`src/rtl/dl_sync_deadlock_monitor_if.sv`:
```
// Signal bundle between an hls4ml dataflow region (master) and its deadlock monitor (slave).
interface dl_sync_deadlock_monitor_if #(
  parameter int N_PROC = 15,
  parameter int CW     = 32
);
  // No valid/ready handshake: region signals are sampled as levels on every dl_clock edge;
  // monitor outputs are levels, except token_clear, which is a one-cycle strobe.
  logic              all_finish;
  logic [N_PROC-1:0] proc_done;
  logic [N_PROC-1:0] proc_continue;
  logic [N_PROC-1:0] proc_chan_blk;
  logic [N_PROC-1:0] blocked_vec;
  logic              dl_detect_out;
  logic [N_PROC-1:0] origin;
  logic              token_clear;
  logic [CW-1:0]     dl_cycle;

  modport master (
    output all_finish, proc_done, proc_continue, proc_chan_blk,
    input  blocked_vec, dl_detect_out, origin, token_clear, dl_cycle
  );

  modport slave (
    input  all_finish, proc_done, proc_continue, proc_chan_blk,
    output blocked_vec, dl_detect_out, origin, token_clear, dl_cycle
  );
endinterface

```
`src/rtl/dl_sync_deadlock_monitor.sv`:
```
// Deadlock monitor for a dataflow region: flags a blocked set that stays unchanged for THRESH cycles.
// Optional macro DL_CYCLE_STAMP_EN adds a saturating cycle counter latched into dl_cycle on detection.
module dl_sync_deadlock_monitor #(
  parameter int                N_PROC    = 15,
  parameter logic [N_PROC-1:0] SYNC_MASK = 15'h6000,
  parameter int                THRESH    = 16,
  parameter int                CW        = 32
) (
  input  logic                       dl_clock,
  input  logic                       dl_reset,
  dl_sync_deadlock_monitor_if.slave  mon,
  output logic [1:0]                 dbg_state
);

  localparam int                CNTW     = $clog2(THRESH + 1);
  localparam logic [CNTW-1:0]   THRESH_C = CNTW'(THRESH);
  localparam logic [CNTW-1:0]   CNT_ONE  = CNTW'(1);
  localparam logic [N_PROC-1:0] VEC_ONE  = N_PROC'(1);

  typedef enum logic [1:0] {
    IDLE   = 2'd0,
    WATCH  = 2'd1,
    DETECT = 2'd2
  } state_t;

  state_t            state, state_nxt;
  logic [N_PROC-1:0] done_reg;
  logic [N_PROC-1:0] snap, snap_nxt;
  logic [N_PROC-1:0] origin_q, origin_nxt;
  logic [CNTW-1:0]   cnt, cnt_nxt;
  logic              detect_q, detect_nxt;
  logic              tc_q, tc_nxt;
  logic              grp_done;
  logic [N_PROC-1:0] sync_blk;
  logic [N_PROC-1:0] raw_blk;
  logic              active;

  // A group member is sync-blocked when it has held ap_done for more than one cycle
  // without ap_continue while some other group member is not yet done.
  assign grp_done = &(mon.proc_done | ~SYNC_MASK);
  assign sync_blk = SYNC_MASK & done_reg & mon.proc_done & {N_PROC{~grp_done}};
  assign raw_blk  = sync_blk | mon.proc_chan_blk;
  assign active   = (|raw_blk) & ~mon.all_finish;

  always_ff @(posedge dl_clock or negedge dl_reset) begin
    if (!dl_reset) begin
      state    <= IDLE;
      done_reg <= '0;
      snap     <= '0;
      cnt      <= '0;
      detect_q <= 1'b0;
      origin_q <= '0;
      tc_q     <= 1'b0;
    end else begin
      state    <= state_nxt;
      done_reg <= mon.proc_done & ~mon.proc_continue;
      snap     <= snap_nxt;
      cnt      <= cnt_nxt;
      detect_q <= detect_nxt;
      origin_q <= origin_nxt;
      tc_q     <= tc_nxt;
    end
  end

  always_comb begin
    state_nxt  = state;
    snap_nxt   = snap;
    cnt_nxt    = cnt;
    detect_nxt = detect_q;
    origin_nxt = origin_q;
    tc_nxt     = 1'b0;
    case (state)
      IDLE: begin
        if (active) begin
          snap_nxt  = raw_blk;
          cnt_nxt   = CNT_ONE;
          state_nxt = WATCH;
        end else begin
          cnt_nxt = '0;
        end
      end
      WATCH: begin
        if (mon.all_finish || (raw_blk == '0)) begin
          state_nxt = IDLE;
          cnt_nxt   = '0;
        end else if (raw_blk != snap) begin
          snap_nxt = raw_blk;
          cnt_nxt  = CNT_ONE;
        end else if (cnt == THRESH_C) begin
          state_nxt  = DETECT;
          detect_nxt = 1'b1;
          // Two's-complement trick isolates the lowest set bit.
          origin_nxt = snap & (~snap + VEC_ONE);
          tc_nxt     = 1'b1;
        end else begin
          cnt_nxt = cnt + CNT_ONE;
        end
      end
      DETECT: begin
        if (mon.all_finish) begin
          state_nxt  = IDLE;
          detect_nxt = 1'b0;
          origin_nxt = '0;
          cnt_nxt    = '0;
        end
      end
      default: begin
        state_nxt = IDLE;
      end
    endcase
  end

  assign mon.blocked_vec   = (state == DETECT) ? snap : raw_blk;
  assign mon.dl_detect_out = detect_q;
  assign mon.origin        = origin_q;
  assign mon.token_clear   = tc_q;
  assign dbg_state         = state;

`ifdef DL_CYCLE_STAMP_EN
  logic [CW-1:0] cyc;
  logic [CW-1:0] stamp;
  logic          enter_detect;

  assign enter_detect = (state == WATCH) && (state_nxt == DETECT);

  always_ff @(posedge dl_clock or negedge dl_reset) begin
    if (!dl_reset) begin
      cyc   <= '0;
      stamp <= '0;
    end else begin
      if (cyc != '1) cyc <= cyc + CW'(1);
      if (enter_detect) stamp <= cyc;
    end
  end

  assign mon.dl_cycle = stamp;
`else
  assign mon.dl_cycle = '0;
`endif

endmodule

```
`src/flat_wrapper.sv`:
```
// flat-port wrapper written by rule: the top's interface ports become plain ports
module dl_sync_deadlock_monitor_flat 
#(
  parameter int                N_PROC    = 15,
  parameter logic [N_PROC-1:0] SYNC_MASK = 15'h6000,
  parameter int                THRESH    = 16,
  parameter int                CW        = 32
)
  (dl_clock, dl_reset, dbg_state, mon_all_finish, mon_proc_done, mon_proc_continue, mon_proc_chan_blk, mon_blocked_vec, mon_dl_detect_out, mon_origin, mon_token_clear, mon_dl_cycle);
  dl_sync_deadlock_monitor_if #(.N_PROC(N_PROC), .CW(CW)) mon_i ();
  input  logic dl_clock;
  input  logic dl_reset;
  output logic [1:0] dbg_state;
  input wire logic [$bits(mon_i.all_finish)-1:0] mon_all_finish;
  input wire logic [$bits(mon_i.proc_done)-1:0] mon_proc_done;
  input wire logic [$bits(mon_i.proc_continue)-1:0] mon_proc_continue;
  input wire logic [$bits(mon_i.proc_chan_blk)-1:0] mon_proc_chan_blk;
  output wire logic [$bits(mon_i.blocked_vec)-1:0] mon_blocked_vec;
  output wire logic [$bits(mon_i.dl_detect_out)-1:0] mon_dl_detect_out;
  output wire logic [$bits(mon_i.origin)-1:0] mon_origin;
  output wire logic [$bits(mon_i.token_clear)-1:0] mon_token_clear;
  output wire logic [$bits(mon_i.dl_cycle)-1:0] mon_dl_cycle;
  assign mon_i.all_finish = mon_all_finish;
  assign mon_i.proc_done = mon_proc_done;
  assign mon_i.proc_continue = mon_proc_continue;
  assign mon_i.proc_chan_blk = mon_proc_chan_blk;
  assign mon_blocked_vec = mon_i.blocked_vec;
  assign mon_dl_detect_out = mon_i.dl_detect_out;
  assign mon_origin = mon_i.origin;
  assign mon_token_clear = mon_i.token_clear;
  assign mon_dl_cycle = mon_i.dl_cycle;
  dl_sync_deadlock_monitor #(.N_PROC(N_PROC), .SYNC_MASK(SYNC_MASK), .THRESH(THRESH), .CW(CW)) u_core (.dl_clock(dl_clock), .dl_reset(dl_reset), .mon(mon_i), .dbg_state(dbg_state));
endmodule
```
`config.mk`:
```
export PLATFORM = sky130hd
export DESIGN_NAME = dl_sync_deadlock_monitor_flat
export DESIGN_NICKNAME = d
export VERILOG_FILES = /design/src/rtl/dl_sync_deadlock_monitor_if.sv /design/src/rtl/dl_sync_deadlock_monitor.sv /design/src/flat_wrapper.sv
export SDC_FILE = /design/constraint.sdc
export NUM_CORES = 1
export LEC_CHECK = 0
export CAP_MARGIN = 5
export CORE_ASPECT_RATIO = 0.7
export CORE_MARGIN = 4
export CORE_UTILIZATION = 39
export DETAILED_ROUTE_END_ITERATION = 6
export PLACE_DENSITY_LB_ADDON = 0.2
export REMOVE_ABC_BUFFERS = 1
export SYNTH_ARGS = -nofsm -noshare
export SYNTH_HDL_FRONTEND = slang
export SYNTH_SLANG_ARGS = --single-unit
export TNS_END_PERCENT = 30
```
`constraint.sdc`:
```
create_clock -name dl_clock -period 2.5 [get_ports dl_clock]
set_input_delay 0.5 -clock dl_clock [delete_from_list [all_inputs] [get_ports dl_clock]]
set_output_delay 0.5 -clock dl_clock [all_outputs]
set_load 0.005 [all_outputs]
```
==> run_results.csv, run 1 <==
group,metric,value,unit
cells_and_area,area_growth,38.2,%
floorplanning,core_area,0.00637,mm^2
timing,holdWs,156,ps
clocking,clkLatencyLatePin,290,ps
grt,grt_first_pass_wirelength,10800,um
placement,gp_routability_congestion,0.787,
synthesis,synth_area,0.00262,mm^2
detailed_routing,finalWirelength,6890,um
floorplanning,num_rows,24,
grt,use_met2,24.4,%
synthesis,synth-seq-cells,41,
clocking,cts_num_sinks,41,
timing,finalHoldViolCount,0,
placement,dp_hpwl,5290,um
detailed_routing,dr.first_iter.drc_count,87,
timing,period_needed,2430,ps
detailed_routing,drtAntennaViolNets,0,
setup_path,cp_max_fo,2,
detailed_routing,detail_route.wl_per_cell,15.7,um
timing,slew_viol_final,0,
outcome,outcome,"finished clean",
grt,overflow,0,
synthesis,synth-edff-count,0,
setup_path,critPathKind,"in2reg",
cells_and_area,mostFrequentLayoutCells,"clkdlybuf4s50_1 (50), dfrtp_1 (41), buf_4 (37)",
setup_path,crit_path_top_delay_cell,"or4_4",
power_and_ir_drop,p_total,2.18,mW
power_and_ir_drop,irDropWorstVdd,0.264,mV
cells_and_area,num-nets-final,403,
clocking,clk_pin_slew,80,ps
flow_run,drv_cap,0,
setup_path,cpPeakStageDelay,560,ps
synthesis,async_flop_share,100,%
clocking,clk_path_buf_depth,2,
clocking,root_buffer,"clkbuf_8",
setup_path,worstPathRequired,2730,ps
timing,finalCritPeriodShare,97.4,%
power_and_ir_drop,power.density,604,mW/mm^2
cells_and_area,drive_gt1_share,25.8,%
setup_path,crit_buf_inv,1,
detailed_routing,dr.pass1.iters,4,
synthesis,ys_seq_area_share,39.2,%
setup_path,cp-start-kind,"input port",
setup_path,endpoint_kind,"register",
timing,skew,10.2,ps
grt,grt_max_degree,25,
detailed_routing,vias_per_cell,4.98,
clocking,cts_max_level,2,
hold_path,hp-class,"in2async",
synthesis,netlist_instances,254,
synthesis,synth_cell_types,46,
cells_and_area,final_common_cell,"clkdlybuf4s50_1",
cells_and_area,diodes,0,
synthesis,synth_ff_type,"dfrtp_1",
detailed_routing,drc,0,
grt,use_met1,24.6,%
grt,antenna_found_initial,0,
power_and_ir_drop,power_leakage,1.61,nW
floorplanning,dieArea,0.00810,mm^2
grt,grt_util_met3,4.06,%
setup_path,cp_top_family,"simple AND/OR/NAND/NOR gates",
synthesis,syn_area_per_cell,10.3,um^2
grt,grt_usage,16.6,%
timing,rsz0062_at_grt,"yes",
detailed_routing,vias,2193,
grt,grt_most_used_layer,"met1",
floorplanning,die_width,106,um
grt,grt_pass1_vias,2171,
clocking,cts_buffers,5,
timing,setup_violations,0,
floorplanning,die_height,76.5,um
synthesis,yosysWarnings,0,
placement,portBuffers,55,
clocking,cts_tree,"built",
floorplanning,io_pins,114,
timing,fmax,411,MHz
floorplanning,start_util,41.1,%
setup_path,worstPathArrival,2670,ps
setup_path,crit_chain,"clkdlybuf4s50_1 -> or3_1 -> a22o_1 -> or4_4 -> nor4_4 -> a32o_1",
## where the power goes
| part | switching [mW] | internal [mW] | total, mW |
|---|---|---|---|
| Sequential | 0.165 | 0.778 | 0.943 |
| Clock | 0.218 | 0.219 | 0.437 |
| Combinational | 0.378 | 0.425 | 0.803 |
| Total | 0.761 | 1.42 | 2.18 |
## logic make-up (layout without fill, tap and decap cells)
group	Yosys count	after routing	synth area share, %
compound gates	45	45	12.0
other cells	1	32	0.143
xor+xnor	13	13	4.35
fa+ha+maj	6	6	2.87
simple gates	70	70	16.4
flops	41	41	39.2
buf+inv	47	111	11.7
mux	31	31	13.3
## layer usage
metal	routed length, um	vias to the layer above
li1	-	1045
met1	3450	1059
met2	2890	82
met3	502	7
met4	53	0
met5	0	-
## worst paths after layout
kind	startpoint	endpoint	slack, ps	cells past startpoint
max	mon_proc_chan_blk[14]	u_core.mon.origin[14]	70	6
min	dl_reset	u_core.snap[0]	160	1
max reg2reg	u_core.done_reg[14]	u_core.mon.origin[14]	220	6
min reg2reg	u_core.mon.origin[4]	u_core.mon.origin[4]	500	1
max in group asynchronous	dl_reset	u_core.snap[2]	1660	2
min in group dl_clock	u_core.mon.origin[4]	u_core.mon.origin[4]	500	1
## per-stage QoR
stage	util [%]	instance area [um^2]	instances	setup TNS [ps]	worst slack [ps]
finish	56.8	3610	440	0	65.4
detailed placement	54.0	3440	431	-13550	-560
global placement	54.0	3440	431	-12640	-538
floorplan	-	2450	246	-6630	-442
CTS	55.6	3540	438	0	1.93
global route	56.8	3610	440	-9.00	-3.79
## layout make-up
type | count | area, um^2
flip-flops and latches | 41 | 1030
fillers | 604 | 2750
well taps | 91 | 114
multi-input cells | 197 | 1460
inverters | 8 | 30.0
clock buffers | 7 | 86.3
repair buffers | 96 | 902
## worst register-to-register path: cells and delay by family (launching register included)
family,cells,cell delay [ps]
AND/OR/NAND/NOR,4,1380
flip-flops,1,370
AO/OA/AOI/OAI,2,470
## synthesized netlist by cell type, types with 2 or more instances
cell type	count	area, um^2
nor3b_1	3	22.5
ha_1	6	75.1
nand3_1	4	20.0
o31ai_1	3	22.5
nor2_1	12	45.0
inv_1	8	30.0
a21o_1	3	22.5
or3_1	4	25.0
and3b_1	2	17.5
dfrtp_1	41	1030
clkbuf_1	3	11.3
a22o_1	11	96.3
buf_2	2	10.0
nor3_1	7	35.0
nor2b_1	6	37.5
o21ai_0	10	50.1
a32o_1	3	30.0
xor2_1	13	114
buf_4	32	240
nor4_1	9	56.3
nand2b_1	4	25.0
mux2_2	30	338
a21oi_1	8	40.0
nand2_1	6	22.5
nand3b_1	3	22.5
## timing repair
action | 4_1_cts | 5_1_grt
hold buffers | 0 | 0
buffers inserted | 0 | 1
resized for setup | 5 | 10
cloned | 0 | 1
pin swaps | 0 | 3
setup endpoints to repair | 19 | 31
(Power assumes the default switching activity.)
==> run 2: changes to the inputs <==
- GPL_TIMING_DRIVEN: default -> 0
==> run 2 against run 1 <==
Sequential power is 1% higher; cell count shrank 5.7%; hold slack got worse by 44 ps; clock skew shrank 5.3 ps; maximum frequency is 0.79% lower; non-clock buffer count down 25; setup slack worse by 19 ps; critical path type unchanged; critical endpoint unchanged; largest power group unchanged.
==> run_results.csv, run 2 (synthesis gave the netlist of run 1 again) <==
group,metric,value,unit
grt,antenna_found_initial,0,
detailed_routing,wl_met2,2770,um
power_and_ir_drop,power_leakage,1.56,nW
clocking,cts_max_level,2,
timing,tightest_slew,578,ps
setup_path,worst_r2r_endpoint,"u_core.mon.origin[14]",
clocking,cts_num_sinks,41,
floorplanning,core_area,0.00637,mm^2
detailed_routing,dr.pass1.iters,4,
detailed_routing,finalWirelength,6620,um
timing,rsz0062_at_grt,"no",
cells_and_area,multi_input_area,0.00150,mm^2
flow_run,drv_cap,0,
clocking,cts_tree,"built",
floorplanning,die_height,76.5,um
power_and_ir_drop,irDropWorstVdd,0.297,mV
clocking,clk_pin_slew,80,ps
timing,max_slew_margin,61.1,%
placement,gp_routability_congestion,0.809,
outcome,outcome,"finished clean",
timing,skew,4.93,ps
clocking,clk_path_buf_depth,2,
hold_path,hp-class,"in2async",
timing,final.setup.worst_slack,46.1,ps
clocking,root_buffer,"clkbuf_8",
detailed_routing,detail_route.wl_per_cell,16.0,um
setup_path,endpoint_kind,"register",
floorplanning,dieArea,0.00810,mm^2
detailed_routing,drc,0,
cells_and_area,drive_gt1_share,21.3,%
setup_path,cp-start-kind,"input port",
detailed_routing,wl_met3,517,um
timing,finalCritPeriodShare,98.2,%
timing,holdWs,112,ps
timing,period_needed,2450,ps
detailed_routing,dr.first_iter.drc_count,87,
timing,slew_viol_final,0,
placement,placed_area,0.00315,mm^2
setup_path,cp_max_fo,4,
placement,portBuffers,55,
placement,dp_hpwl,4840,um
cells_and_area,area_growth,32.5,%
clocking,clkLatencyLatePin,300,ps
cells_and_area,num-nets-final,378,
placement,pre_cts_ws,-1120,ps
grt,grt_first_pass_wirelength,10600,um
timing,setup_violations,0,
placement,placed_cells,394,
clocking,cts_buffers,5,
setup_path,critPathKind,"in2reg",
timing,fmax,408,MHz
setup_path,r2r_slack,70,ps
timing,finalHoldViolCount,0,
setup_path,worstPathArrival,2690,ps
setup_path,reg2reg_from,"u_core.snap[11]",
cells_and_area,fill_cells,593,
grt,grt_usage,16.8,%
cells_and_area,final_common_cell,"dfrtp_1",
floorplanning,start_util,41.1,%
floorplanning,io_pins,114,
cells_and_area,seq_area,0.00103,mm^2
detailed_routing,top_layer,"met4",
cells_and_area,diodes,0,
cells_and_area,stdcell_count,415,
grt,overflow,0,
grt,grt_max_degree,28,
detailed_routing,met1Wirelength,3260,um
detailed_routing,drtAntennaViolNets,0,
setup_path,rr_worst_depth,6,
power_and_ir_drop,power.density,623,mW/mm^2
cells_and_area,mostFrequentLayoutCells,"dfrtp_1 (40), clkdlybuf4s50_1 (37), conb_1 (32)",
cells_and_area,final_area,0.00347,mm^2
grt,grt_pass1_vias,1978,
setup_path,worstPathRequired,2730,ps
detailed_routing,vias_per_cell,4.95,
detailed_routing,vias,2056,
floorplanning,die_width,106,um
power_and_ir_drop,p_total,2.16,mW
floorplanning,num_rows,24,
==> run 2: critical path, stage by stage <==
cell and delay, ps:
dlygate4sd2_1 280, xor2_1 170, nor4_2 340, nand4_1 230, or4_4 560, nor4_4 390
a32o_1 210
==> run 2: how the worst max path moves through the flow <==
| stage | startpoint | to | slack, ps | cells after the start |
|---|---|---|---|---|
| CTS | mon_proc_chan_blk[12] | u_core.mon.origin[14] | 10 | 7 |
| detailed placement | mon_proc_chan_blk[9] | u_core.mon.origin[10] | -1120 | 7 |
| global route | u_core.dbg_state[0] | mon_blocked_vec[5] | 7 | 5 |
| global placement | mon_proc_done[13] | u_core.snap[4] | -1710 | 7 |
| finish | mon_proc_chan_blk[2] | u_core.mon.origin[14] | 50 | 7 |
| floorplan | mon_proc_done[13] | u_core.snap[0] | -440 | 6 |
==> run 2: repair_timing <==
item                       4_1_cts  5_1_grt
pin swaps                       10        8
resized for setup               24       13
setup endpoints to repair       49       29
buffers inserted                11        3
hold buffers                     0        0
==> run 2: stage by stage <==
stage | setup TNS, ps | utilization, %
3_5_place_dp | -29020 | 49.5
6_report | 0 | 54.4
4_1_cts | 0 | 53.4
3_3_place_gp | -55350 | 49.0
5_1_grt | 0 | 54.4
2_1_floorplan | -6630 | -
==> run 2: where the power goes <==
group,total [mW],switching (mW),internal [mW]
Combinational,0.762,0.354,0.409
Clock,0.441,0.222,0.219
Sequential,0.957,0.177,0.780
Total,2.16,0.753,1.41
==> run 2: area by class of cell <==
class,count,share of cell area (%)
clock buffers,7,2.49
inverters,8,0.866
multi-input cells,197,43.2
flip-flops and latches,41,29.6
well taps,91,3.29
repair buffers,71,20.5
==> run 2: layer usage <==
| layer | vias up | track usage, % |
|---|---|---|
| li1 | 994 | - |
| met1 | 976 | 24.9 |
| met2 | 79 | 23.7 |
| met3 | 7 | 4.74 |
| met4 | 0 | 4.66 |
| met5 | - | 0 |
==> run 3: changes to the inputs <==
--- a/config.mk
+++ b/config.mk
@@ -11,2 +11,3 @@
 export CORE_UTILIZATION = 39
+export CTS_BUF_LIST = sky130_fd_sc_hd__clkbuf_16
 export DETAILED_ROUTE_END_ITERATION = 6
@@ -15,2 +16,3 @@
 export REMOVE_ABC_BUFFERS = 1
+export SLEW_MARGIN = 20
 export SYNTH_ARGS = -nofsm -noshare
==> constraint.sdc (replaced) <==
create_clock -name dl_clock -period 2.5 [get_ports dl_clock]
set_input_delay 0.625 -clock dl_clock [delete_from_list [all_inputs] [get_ports dl_clock]]
set_output_delay 0.625 -clock dl_clock [all_outputs]
set_load 0.005 [all_outputs]
==> run 3 against run 2 <==
Sequential cell count is the same; routed wire length grew 2.5%; power grew 6.6%; first-iteration DRC count grew 14%; combinational power shrank 3%; register-to-register slack gained 20 ps; sequential share of layout area shrank 0.14 points; count of clock-buffer cells in the layout shrank 2; die area is the same.
==> run_results.csv, run 3 (synthesis gave the netlist of run 1 again) <==
group,metric,value,unit
grt,grt_pass1_vias,2064,
timing,skew,3.55,ps
grt,overflow,0,
clocking,clkLatencyLatePin,280,ps
setup_path,worst_r2r_endpoint,"u_core.mon.origin[14]",
floorplanning,num_rows,24,
clocking,root_buffer,"clkbuf_16",
outcome,outcome,"finished clean",
timing,rsz0062_at_grt,"no",
power_and_ir_drop,clockPowerShare,25.9,%
setup_path,cpPeakStageDelay,530,ps
floorplanning,die_height,76.5,um
timing,fmax,405,MHz
placement,pre_cts_ws,-957,ps
cells_and_area,num-nets-final,380,
cells_and_area,final_area,0.00348,mm^2
floorplanning,io_pins,114,
timing,period_needed,2470,ps
cells_and_area,fill_cells,592,
detailed_routing,finalWirelength,6790,um
setup_path,worstPathArrival,2680,ps
setup_path,worstPathRequired,2720,ps
power_and_ir_drop,combPwrFrac,32.2,%
setup_path,crit_end,"u_core.mon.origin[14]",
cells_and_area,drive_gt1_share,25.2,%
timing,holdWs,260,ps
setup_path,critPathKind,"in2reg",
placement,gp_routability_congestion,0.809,
timing,tightest_slew,493,ps
floorplanning,die_width,106,um
grt,grt_first_pass_wirelength,10900,um
detailed_routing,vias_per_cell,4.91,
power_and_ir_drop,p_total,2.30,mW
hold_path,hp-class,"in2async",
clocking,cts_buffers,5,
floorplanning,start_util,41.1,%
clocking,cts_max_level,2,
placement,placed_area,0.00316,mm^2
grt,antenna_found_initial,0,
cells_and_area,area_growth,33.2,%
power_and_ir_drop,power_leakage,1.56,nW
setup_path,cp_top_family,"simple AND/OR/NAND/NOR gates",
setup_path,crit_chain,"buf_2 -> and3b_1 -> or3_4 -> a22o_4 -> or4_4 -> nor4_4 -> a32o_1",
clocking,cts_num_sinks,41,
setup_path,crit_path_top_delay_cell,"or4_4",
cells_and_area,seq_area,0.00103,mm^2
timing,finalCritPeriodShare,98.7,%
detailed_routing,detail_route.wl_per_cell,16.3,um
detailed_routing,dr.pass1.iters,4,
setup_path,endpoint_kind,"register",
grt,grt_max_degree,28,
timing,setup_violations,0,
grt,grt_usage,17.1,%
cells_and_area,diodes,0,
clocking,clk_path_buf_depth,2,
flow_run,drv_cap,0,
cells_and_area,mostFrequentLayoutCells,"dfrtp_1 (40), conb_1 (32), mux2_2 (30)",
clocking,holdBufCountCts,0,
placement,portBuffers,55,
power_and_ir_drop,power.switching,778,uW
power_and_ir_drop,pwr-share-seq,41.9,%
cells_and_area,multi_input_area,0.00152,mm^2
setup_path,startpoint,"mon_proc_done[13]",
setup_path,cp_max_fo,5,
power_and_ir_drop,switching_share,33.8,%
power_and_ir_drop,power.density,662,mW/mm^2
setup_path,worst-path-stages,7,
timing,max_slew_margin,66.9,%
detailed_routing,dr.first_iter.drc_count,99,
detailed_routing,drc,0,
timing,final.setup.worst_slack,31.7,ps
cells_and_area,final_common_cell,"dfrtp_1",
placement,dp_hpwl,4930,um
power_and_ir_drop,irDropWorstVdd,0.272,mV
setup_path,crit_buf_inv,1,
clocking,clk_pin_slew,60,ps
clocking,cts_tree,"built",
setup_path,cp-start-kind,"input port",
setup_path,r2r_slack,90,ps
setup_path,reg2reg_from,"u_core.cnt[0]",
detailed_routing,drtAntennaViolNets,0,
floorplanning,core_area,0.00637,mm^2
timing,finalHoldViolCount,0,
timing,slew_viol_final,0,
floorplanning,dieArea,0.00810,mm^2
detailed_routing,vias,2046,
setup_path,rr_worst_depth,6,
power_and_ir_drop,p_int,1.53,mW
run 3: power groups by stage:
stage	Combinational (mW)	Sequential, mW	Clock (mW)
after global placement	0.598	0.964	0
after CTS	0.717	0.956	0.610
after floorplan	0.422	0.920	0
final	0.742	0.964	0.597
after global routing	0.816	0.987	0.640
after detailed placement	0.634	0.971	0
run 3: timing repair:
| item | in CTS | in global routing |
|---|---|---|
| endpoints found under the setup margin | 53 | 35 |
| pin swaps | 11 | 8 |
| buffers inserted | 16 | 0 |
| gates resized for setup | 50 | 23 |
run 3: how the worst min path moves through the flow:
stage,startpoint,cells after the start,end,slack [ps]
final,dl_reset,1,u_core.mon.origin[12],260
after global routing,dl_reset,1,u_core.mon.origin[12],280
after CTS,dl_reset,1,u_core.mon.origin[12],270
after detailed placement,u_core.mon.origin[4],1,u_core.mon.origin[4],470
after global placement,u_core.mon.origin[4],1,u_core.mon.origin[4],480
after floorplan,dl_reset,0,u_core.cnt[0],330
run 3: cell type report:
type / instances / share of cell area [%]
Multi-Input combinational cell: 197 / 43.7
Sequential cell: 41 / 29.5
Timing Repair Buffer: 73 / 18.9
Clock buffer: 5 / 3.59
Tap cell: 91 / 3.27
Inverter: 8 / 0.862
Clock inverter: 2 / 0.216
run 3: layer usage:
layer,GRT usage (%),share of wire [%]
met5,0,0
met4,3.10,0.49
met3,4.32,5.9
met2,25.5,42
met1,25.3,51
run 3: through the flow:
step,util [%],cells,TNS [ps]
after floorplan,-,246,-8660
after global placement,49.0,392,-67230
after detailed placement,49.7,394,-30600
after CTS,54.2,417,0
after global routing,54.7,417,0
final,54.7,417,0
